===== config.mk =====
export PLATFORM = sky130hd
export DESIGN_NAME = xadc_scan_ctrl
export DESIGN_NICKNAME = d
export VERILOG_FILES = /design/src/rtl/xadc_pkg.sv /design/src/rtl/xadc_avg_acc.sv /design/src/rtl/xadc_scan_ctrl.sv
export SDC_FILE = /design/constraint.sdc
export NUM_CORES = 1
export LEC_CHECK = 0
export ABC_AREA = 0
export CORE_ASPECT_RATIO = 0.7
export CORE_MARGIN = 2
export CORE_UTILIZATION = 35
export CTS_CLUSTER_DIAMETER = 80
export DETAILED_ROUTE_END_ITERATION = 10
export PLACE_DENSITY = 0.49
export SYNTH_ARGS = -nofsm -noshare
export SYNTH_HDL_FRONTEND = slang
export SYNTH_SLANG_ARGS = --single-unit

===== constraint.sdc =====
create_clock -name clk125 -period 2.8 [get_ports clk125]
set_input_delay 0.56 -clock clk125 [delete_from_list [all_inputs] [get_ports clk125]]
set_output_delay 0.56 -clock clk125 [all_outputs]
set_load 0.005 [all_outputs]

===== src/rtl/xadc_pkg.sv =====
// Shared definitions for the XADC scan controller: FSM encoding, PDO channel
// codes and the averaging limit.
package xadc_pkg;

    typedef enum logic [2:0] {
        ST_IDLE  = 3'd0,
        ST_ARB   = 3'd1,
        ST_ISSUE = 3'd2,
        ST_WAIT  = 3'd3,
        ST_ACC   = 3'd4,
        ST_STORE = 3'd5,
        ST_TOUT  = 3'd6
    } xadc_state_e;

    localparam int unsigned AVG_LOG2_MAX = 4;
    localparam int unsigned PDO_CHANNELS = 8;

    localparam logic [4:0] CH_PDO0 = 5'b00000;
    localparam logic [4:0] CH_PDO1 = 5'b00001;
    localparam logic [4:0] CH_PDO2 = 5'b00010;
    localparam logic [4:0] CH_PDO3 = 5'b00011;
    localparam logic [4:0] CH_PDO4 = 5'b00100;
    localparam logic [4:0] CH_PDO5 = 5'b00101;
    localparam logic [4:0] CH_PDO6 = 5'b00110;
    localparam logic [4:0] CH_PDO7 = 5'b00111;

    function automatic logic [4:0] pdo_ch_sel(input logic [2:0] idx);
        case (idx)
            3'd0:    return CH_PDO0;
            3'd1:    return CH_PDO1;
            3'd2:    return CH_PDO2;
            3'd3:    return CH_PDO3;
            3'd4:    return CH_PDO4;
            3'd5:    return CH_PDO5;
            3'd6:    return CH_PDO6;
            default: return CH_PDO7;
        endcase
    endfunction

    function automatic logic [2:0] clamp_log2(input logic [2:0] v);
        return (v > 3'(AVG_LOG2_MAX)) ? 3'(AVG_LOG2_MAX) : v;
    endfunction

endpackage


===== src/rtl/xadc_avg_acc.sv =====
// Sample accumulator for one averaged measurement: running 16-bit sum,
// sample counter and the final power-of-two divide.
module xadc_avg_acc
    import xadc_pkg::*;
(
    input  logic        clk_i,
    input  logic        rst_i,
    input  logic        clr_i,
    input  logic        add_i,
    input  logic [11:0] sample_i,
    input  logic        inc_i,
    input  logic [2:0]  log2_i,
    output logic        last_o,
    output logic [11:0] avg_o
);

    localparam int CNT_W = AVG_LOG2_MAX + 1;

    logic [15:0]      acc_q, acc_d;
    logic [CNT_W-1:0] cnt_q, cnt_d;

    always_comb begin
        acc_d = acc_q;
        cnt_d = cnt_q;
        if (clr_i) begin
            acc_d = '0;
            cnt_d = '0;
        end else begin
            if (add_i) acc_d = acc_q + 16'(sample_i);
            if (inc_i) cnt_d = cnt_q + CNT_W'(1);
        end
    end

    always_ff @(posedge clk_i) begin
        if (rst_i) begin
            acc_q <= '0;
            cnt_q <= '0;
        end else begin
            acc_q <= acc_d;
            cnt_q <= cnt_d;
        end
    end

    // Evaluated while the counter still holds the pre-increment value.
    assign last_o = (cnt_q + CNT_W'(1)) == (CNT_W'(1) << log2_i);
    assign avg_o  = 12'(acc_q >> log2_i);

endmodule


===== src/rtl/xadc_scan_ctrl.sv =====
// XADC measurement sequencer: periodic background sweep of PDO0..7 into a
// readable table, interleaved with averaged host measurements, with watchdog.
module xadc_scan_ctrl
    import xadc_pkg::*;
#(
    parameter int unsigned SCAN_PERIOD = 125000,
    parameter int unsigned TIMEOUT     = 65535
) (
    input  logic        clk125,
    input  logic        rst,
    input  logic        scan_en,
    input  logic        host_req,
    input  logic [4:0]  host_ch,
    input  logic [2:0]  avg_log2,
    output logic        eng_start,
    output logic [4:0]  eng_ch_sel,
    input  logic        eng_done,
    input  logic [11:0] eng_result,
    output logic        host_ack,
    output logic [11:0] host_result,
    output logic        host_err,
    input  logic [2:0]  rd_addr,
    output logic [12:0] rd_data,
    output logic        busy,
    output logic [7:0]  timeout_cnt,
    output xadc_state_e state_dbg
);

    localparam int PER_W = $clog2(SCAN_PERIOD + 1);
    localparam int WD_W  = $clog2(TIMEOUT + 1);
    localparam logic [PER_W-1:0] PER_LAST = PER_W'(SCAN_PERIOD - 1);
    localparam logic [WD_W-1:0]  WD_LAST  = WD_W'(TIMEOUT);

    xadc_state_e      state_q;
    logic [PER_W-1:0] per_q;
    logic             pend_q;
    logic [2:0]       idx_q;
    logic             is_host_q;
    logic [4:0]       ch_q;
    logic [2:0]       n_q;
    logic [WD_W-1:0]  wd_q;
    logic             start_q;
    logic             ack_q;
    logic             err_q;
    logic [11:0]      result_q;
    logic [7:0]       tcnt_q;
    logic [12:0]      tbl_q [PDO_CHANNELS];

    logic        acc_last;
    logic [11:0] acc_avg;

    xadc_avg_acc u_acc (
        .clk_i    (clk125),
        .rst_i    (rst),
        .clr_i    (state_q == ST_ARB),
        .add_i    ((state_q == ST_WAIT) && eng_done),
        .sample_i (eng_result),
        .inc_i    (state_q == ST_ACC),
        .log2_i   (n_q),
        .last_o   (acc_last),
        .avg_o    (acc_avg)
    );

    always_ff @(posedge clk125) begin
        if (rst) begin
            state_q   <= ST_IDLE;
            per_q     <= '0;
            pend_q    <= 1'b0;
            idx_q     <= '0;
            is_host_q <= 1'b0;
            ch_q      <= '0;
            n_q       <= '0;
            wd_q      <= '0;
            start_q   <= 1'b0;
            ack_q     <= 1'b0;
            err_q     <= 1'b0;
            result_q  <= '0;
            tcnt_q    <= '0;
            for (int i = 0; i < PDO_CHANNELS; i++) tbl_q[i] <= '0;
        end else begin
            start_q <= 1'b0;
            ack_q   <= 1'b0;
            err_q   <= 1'b0;
            case (state_q)
                ST_IDLE: begin
                    if (!scan_en) idx_q <= '0;
                    if (host_req || (pend_q && scan_en)) state_q <= ST_ARB;
                end
                ST_ARB: begin
                    n_q <= clamp_log2(avg_log2);
                    if (host_req) begin
                        is_host_q <= 1'b1;
                        ch_q      <= host_ch;
                        start_q   <= 1'b1;
                        state_q   <= ST_ISSUE;
                    end else if (pend_q && scan_en) begin
                        is_host_q <= 1'b0;
                        ch_q      <= pdo_ch_sel(idx_q);
                        start_q   <= 1'b1;
                        state_q   <= ST_ISSUE;
                    end else begin
                        state_q <= ST_IDLE;
                    end
                end
                ST_ISSUE: begin
                    wd_q    <= '0;
                    state_q <= ST_WAIT;
                end
                ST_WAIT: begin
                    if (eng_done) begin
                        state_q <= ST_ACC;
                    end else if (wd_q == WD_LAST) begin
                        state_q <= ST_TOUT;
                        if (tcnt_q != 8'hFF) tcnt_q <= tcnt_q + 8'd1;
                        if (is_host_q) begin
                            ack_q    <= 1'b1;
                            err_q    <= 1'b1;
                            result_q <= '0;
                        end else begin
                            tbl_q[idx_q][12] <= 1'b0;
                            idx_q <= scan_en ? idx_q + 3'd1 : 3'd0;
                            if (idx_q == 3'd7) pend_q <= 1'b0;
                        end
                    end else begin
                        wd_q <= wd_q + WD_W'(1);
                    end
                end
                ST_ACC: begin
                    if (acc_last) begin
                        state_q <= ST_STORE;
                        if (is_host_q) begin
                            ack_q    <= 1'b1;
                            result_q <= acc_avg;
                        end else begin
                            tbl_q[idx_q] <= {1'b1, acc_avg};
                            idx_q <= scan_en ? idx_q + 3'd1 : 3'd0;
                            if (idx_q == 3'd7) pend_q <= 1'b0;
                        end
                    end else begin
                        start_q <= 1'b1;
                        state_q <= ST_ISSUE;
                    end
                end
                default: state_q <= ST_IDLE;
            endcase

            // Placed after the FSM so a new period tick wins over the sweep-end clear.
            if (scan_en) begin
                if (per_q == PER_LAST) begin
                    per_q  <= '0;
                    pend_q <= 1'b1;
                end else begin
                    per_q <= per_q + PER_W'(1);
                end
            end else begin
                per_q  <= '0;
                pend_q <= 1'b0;
            end
        end
    end

    assign eng_start   = start_q;
    assign eng_ch_sel  = ch_q;
    assign host_ack    = ack_q;
    assign host_err    = err_q;
    assign host_result = result_q;
    assign timeout_cnt = tcnt_q;
    assign rd_data     = tbl_q[rd_addr];
    assign busy        = (state_q != ST_IDLE);
    assign state_dbg   = state_q;

endmodule


After elaboration in Yosys (flattened, before gate mapping)

Memories as Yosys holds them, arrays and structs flattened.
Index checks and enable logic that the tools add are counted.

Register bits after elaboration: 93
Memory bits (writable): 104
Input bits: 28
Output and inout bits: 45
Word-level logic and storage cells: 140
Memories: 1

$add $sub $neg: 6
Magnitude comparators: 1
Equal/unequal tests: 27
Shifts and indexed selects: 2
Mux-type cells: 61
Bitwise gates (word level): 4
Reductions and logical operators: 23

Memories:

| name  | words | bits a word | read ports | clocked after memory_dff | wr ports | RTL line             | RTL |
|---|---|---|---|---|---|---|---|
| tbl_q | 8     | 13          | 1          | 0                        | 8        | xadc_scan_ctrl.sv:47 | `logic [12:0] tbl_q [PDO_CHANNELS];` |

Operator list:

| operator                | count |
|---|---|
| $mux W12                | 5 |
| $mux W3                 | 12 |
| $mux W16                | 2 |
| $pmux W16 S2            | 1 |
| $mux W1                 | 28 |
| $pmux W12 S2            | 1 |
| $pmux W3 S7             | 1 |
| $add A17 B1 Y17 const B | 1 |
| $eq A17 B17 Y1 const B  | 1 |
| $add A16 B1 Y16 const B | 1 |
| $add A16 B12 Y16        | 1 |
| $eq A16 B16 Y1 const B  | 1 |
| $shr A16 B3 Y12         | 1 |
| $eq A3 B3 Y1 const B    | 5 |
| $pmux W3 S5             | 1 |
| $ne A2 B2 Y1 const B    | 7 |
| $mux W13                | 1 |
| $reduce_or A13 Y1       | 1 |
| $eq A3 B2 Y1 const B    | 4 |
| $mux W5                 | 2 |
| $pmux W3 S3             | 1 |
| $reduce_bool A3 Y1      | 3 |
| $add A8 B1 Y8 const B   | 1 |
| $ne A8 B8 Y1 const B    | 1 |
| 25 further kinds        | 41 |

Depth between registers and ports, before layout

Word-level depth: 9
Gate-level depth with buffers: 9
Gate-level depth less buffers: 9

Hierarchy

Synthesis repeated with hierarchy kept, for this count alone.

Cells, all modules: 949
Area, all modules: 10167.3 µm²

By module, submodules not included:

| module         | times used | cells each | area each (µm²) | sequential area each (µm²) |
|---|---|---|---|---|
| xadc_scan_ctrl | 1          | 685        | 8120.3          | 4564.4 |
| xadc_avg_acc   | 1          | 264        | 2047.0          | 420.4 |

Worst setup path before layout

Ideal clock, no wire load.

Kind: input port to output port
From: input rd_addr[0]
To: output rd_data[0]
Arrival time: 2.083 ns
Data required time: 2.240 ns
Setup slack: 0.157 ns
Stages on the path: 4
Path buffers: 2
Path through: clkbuf_1 > buf_2 > mux4_2 > mux2_2

Word-level cells in the longest chain between the ends: 1

Ends and longest elaborated chain:

| what               | RTL line             | RTL |
|---|---|---|
| start: declaration | xadc_scan_ctrl.sv:22 | `input logic [2:0] rd_addr,` |
| $mem_v2 Z8 W13     | -                    |  |
| end: declaration   | xadc_scan_ctrl.sv:23 | `output logic [12:0] rd_data,` |

No other way between the ends.

Worst setup path in the final report

From: input rd_addr[0]
To: output rd_data[7]

The elaborated chain is that of the path after synthesis.

==> summary by stage <==
Floorplanning
The count of pins on the block boundary is 73. The width of the die is 204 um. The die outline height is 144 um. The standard cell core area is 0.0276 sq mm.

For this configuration, the core starts out at a cell density of 35.4%. After floorplanning, the core was divided into 51 placement rows. The die area is 0.0293 sq mm.

Synth
The post-synthesis register bit count is 197. Measured against the total synthesized area, the mux share comes to 11.5%. The average size of a mapped cell is 10.9 sq um. Summing the sequential cell areas from Yosys gives 51.0% of the chip area. The synthesized netlist occupies a cell area of 0.00977 sq mm. For this run, asynchronously set or reset flops after synthesis account for 0%. Summing the areas of all fa, ha and maj instances in the mapped netlist gives 2.89% of the synthesized area. The most numerous cell in the Yosys netlist is nor2_1. The xor and xnor fraction of the mapped netlist area is 4.62%. The most instantiated flip-flop cell in the synthesis netlist is edfxtp_1. The warning count from the yosys run is 0. Sorting the synthesized cells by area gives the leading types as edfxtp_1, dfxtp_1, mux4_2. The synthesized netlist devotes 9.61% of its cell area to compound gates.

By area, the combinational part of the netlist is dominated by simple AND/OR/NAND/NOR gates. Synthesis produced 897 cells. The synthesized design devotes to its leading area cell type 32.0% of total area. In this run, synthesis inferred 104 flip-flops with an integrated enable. The simple-gate portion of the synthesized area is 17.4%. By count the netlist is led by nor2_1, edfxtp_1, dfxtp_1, nand2_1, a21oi_1. The cell type with the highest aggregate area in the netlist is edfxtp_1. The post-synthesis net count is 947.

The number of distinct library cells after synthesis is 75.

Power and ir drop
The power density over the cells is 527 mW/mm^2. The portion of total power attributed to sequential cells is 50.4%. The internal portion of the total power is 4.71 mW. Of the total power, the share spent switching nets is 24.3%. The static leakage power is 4.10 nW.

The clock share of power is 40.9%. The switching power total is 1.51 mW. The part of the power in combinational logic is 8.7%. The maximum VDD drop is 448 uV.

Global routing
The global router's overall resource usage is 17.5%. The number of global-route vias before repair is 6808. The maximum number of pins on one net before global-route repair is 22. The number of antenna violations at the first check in global routing is 0. After global routing the overflow that remains totals 0. The first global-routing pass estimated 39300 um of wire.

Final layout
In the final layout, the share of cells above drive strength 1 is 14.8%. The count of non-filler cells in the finished layout is 1375. The area used by sequential logic in the layout is 0.00498 sq mm.

The multi-input combinational cells in the finished layout cover a total of 0.00450 sq mm. The filler cells instantiated in the layout total 2640. From synthesis to final layout, the design area changed by 20.6%. At the end of the flow, the number of nets in the layout was 1042.

The number of antenna cells inserted is 0.

Worst setup path
The setup slack of the worst register-to-register path is 0.25 ns. The most critical setup path has its startpoint at rd_addr[0]. Along the worst path, the maximum fanout reaches 13. The category of the worst setup path launch point is an input pin. The category of the critical setup timing path is input pin to output pin. STA classifies the critical path endpoint as an output pin. The worst register-to-register path has a depth of 8. Following the worst setup path forward leads to its endpoint at rd_data[7]. The reg-to-reg critical path endpoint is tbl_q[4][4]. STA puts the critical path data required time at 2.24 ns. The critical register-to-register path startpoint is u_acc.cnt_q[0]. Data arrives at the worst endpoint at 2.16 ns.

Place
Summed over all nets, the half-perimeter wirelength after detailed placement is 16700 um. In this run, placement finished with an instance count of 1343. The final weighted congestion of routability-driven global placement is 0.811.

The setup slack at placement is -0.122 ns. Buffers placed on the I/O ports in this run total 72.

Routing
The average detailed-routed wire length per instance is 17.9 um. In this run, the number of DRC markers left after iteration 0 of detailed routing was 426. The count of nets left with antenna violations once routing finished came out at 0. The number of iterations in the first detailed-routing pass is 5. The ratio of routed vias to standard cells is 5.05. The routed wire length is 24600 um. For this block, the via count after detailed routing is 6946.

The final routed DRC violation total is 0.

STA
The final number of hold-violating endpoints is 0. Across the routed clock network, the largest skew measured is 0.00725 ns. The peak clock frequency supported by timing is 368 MHz. The worst setup slack after layout is 0.0805 ns. Measured against its own limit, the worst slew margin works out to 30.6%. The number of pins exceeding their max-slew limit in the final report is 0. Subtracting the final worst setup slack from the clock period gives 2.72 ns. The number of setup violations in the final report is 0. In the final timing run, aggregate negative setup slack is 0 ns.

For the pin with the worst max-slew slack, the measured transition is 1.04 ns. The share of the cycle needed by the critical path after routing is 97.1%. Setup repair after global routing left no endpoint under its margin.

Clock network
Counting the buffers created by CTS gives 17. The clock slew at the register clock pins of the worst setup and hold paths is 0.07 ns. The post-CTS repair timing setup buffer count is 0. The clock root buffer master is clkbuf_16.

The clock sink total is 197. The total of hold buffers inserted after clock tree synthesis is 0. Clock latency on the worst-skew pair, taken at its later pin, is 0.44 ns. The clock tree synthesis step divided the H-tree into 4 levels. The clock tree buffer depth is 2. TritonCTS built the clock tree.

Min path
The startpoint identified for the worst hold timing path is per_q[0]. The min-delay analysis places its worst path in the category register to register.

Flow run
The tool flagged a number of max-cap violations equal to 0.

Status
The flow ran to the end, and the final reports show no timing, DRC or antenna violations.
-- worst min path at each step --
| stage | cells past startpoint | end | slack, ns |
|---|---|---|---|
| after CTS | 1 | per_q[0] | 0.44 |
| after floorplan | 1 | per_q[0] | 0.41 |
| after global routing | 1 | per_q[0] | 0.47 |
| after global placement | 1 | per_q[0] | 0.43 |
| after detailed placement | 1 | per_q[0] | 0.43 |
| final | 1 | per_q[0] | 0.44 |
-- critical path: stages --
cell	delay, ns
buf_2	0.16
buf_12	0.18
mux4_2	0.50
mux2_2	0.28
clkdlybuf4s50_1	0.47
-- power by group through the flow --
stage / clock network (mW) / logic, mW / registers (mW)
after floorplan: 0 / 0.320 / 3.18
after global placement: 0 / 0.539 / 3.20
after CTS: 2.60 / 0.550 / 3.13
final: 2.54 / 0.542 / 3.13
after detailed placement: 0 / 0.539 / 3.20
after global routing: 2.71 / 0.590 / 3.14
-- area by class of cell --
cell class	count	share of cell area, %
flip-flops and latches	197	42.3
multi-input cells	631	38.2
repair buffers	122	9.81
well taps	371	3.94
clock buffers	17	3.61
clock inverters	14	1.41
inverters	23	0.733
-- metal layers --
layer	GRT usage [%]	wire length, um
met1	26.1	12800
met2	26.2	10800
met3	2.90	770
met4	4.49	194
met5	0	0
-- metrics by stage --
stage               area [sq um]  util (%)  hold slack, ns  total power, mW
floorplan                   9770         -           0.413             3.50
finish                     11800      42.7           0.438             6.21
detailed placement         11200      40.4           0.433             3.74
global route               11800      42.7           0.469             6.44
CTS                        11800      42.7           0.444             6.29
global placement           11200      40.4           0.426             3.74
-- what timing repair did --
action | CTS | global route
gates cloned | 1 | 0
resized for setup | 2 | 1
pin swaps | 0 | 0
setup endpoints to repair | 13 | 7
-- logic make-up (layout without fill, tap and decap cells) --
logic type	count (synthesis)	after routing
AOI/OAI and AO/OA	128	128
adders and majority gates	22	22
and+or+nand+nor	358	358
xor gates and xnor gates	50	50
DFF	197	197
buffers and inverters	69	176
muxes	73	73
-- layout by cell type (no fill, tap or decap), types with 4 or more instances in the layout --
cell type,n
buf_4,45
nand2b_1,21
a22o_1,4
mux4_2,30
mux2_2,13
nand3b_1,4
buf_12,4
and2_1,5
nand3_1,17
nor2b_1,4
inv_8,4
inv_1,22
ha_1,21
nor4_1,4
or3_1,6
xor2_1,21
nor2_1,180
o2bb2ai_2,10
and4_1,5
a21oi_1,44
a21o_1,12
mux2i_1,30
nand2_1,59
o21ai_0,17
edfxtp_1,104
a31oi_1,4
nor3_1,8
xnor2_1,28
a2111oi_0,5
dfxtp_1,93
clkbuf_16,17
o211ai_1,4
nand4_1,18
clkdlybuf4s50_1,69
and3_1,6
-- registers in the layout (all words and copies together) (netlist names), 3 cells and up --
signal and flops:
n_q 3, u_acc.cnt_q 5, timeout_cnt 8, state_dbg 3, u_acc.acc_q 16, tbl_q 104
eng_ch_sel 5, idx_q 3, per_q 17, wd_q 16, host_result 12
(Power assumes the default switching activity.)
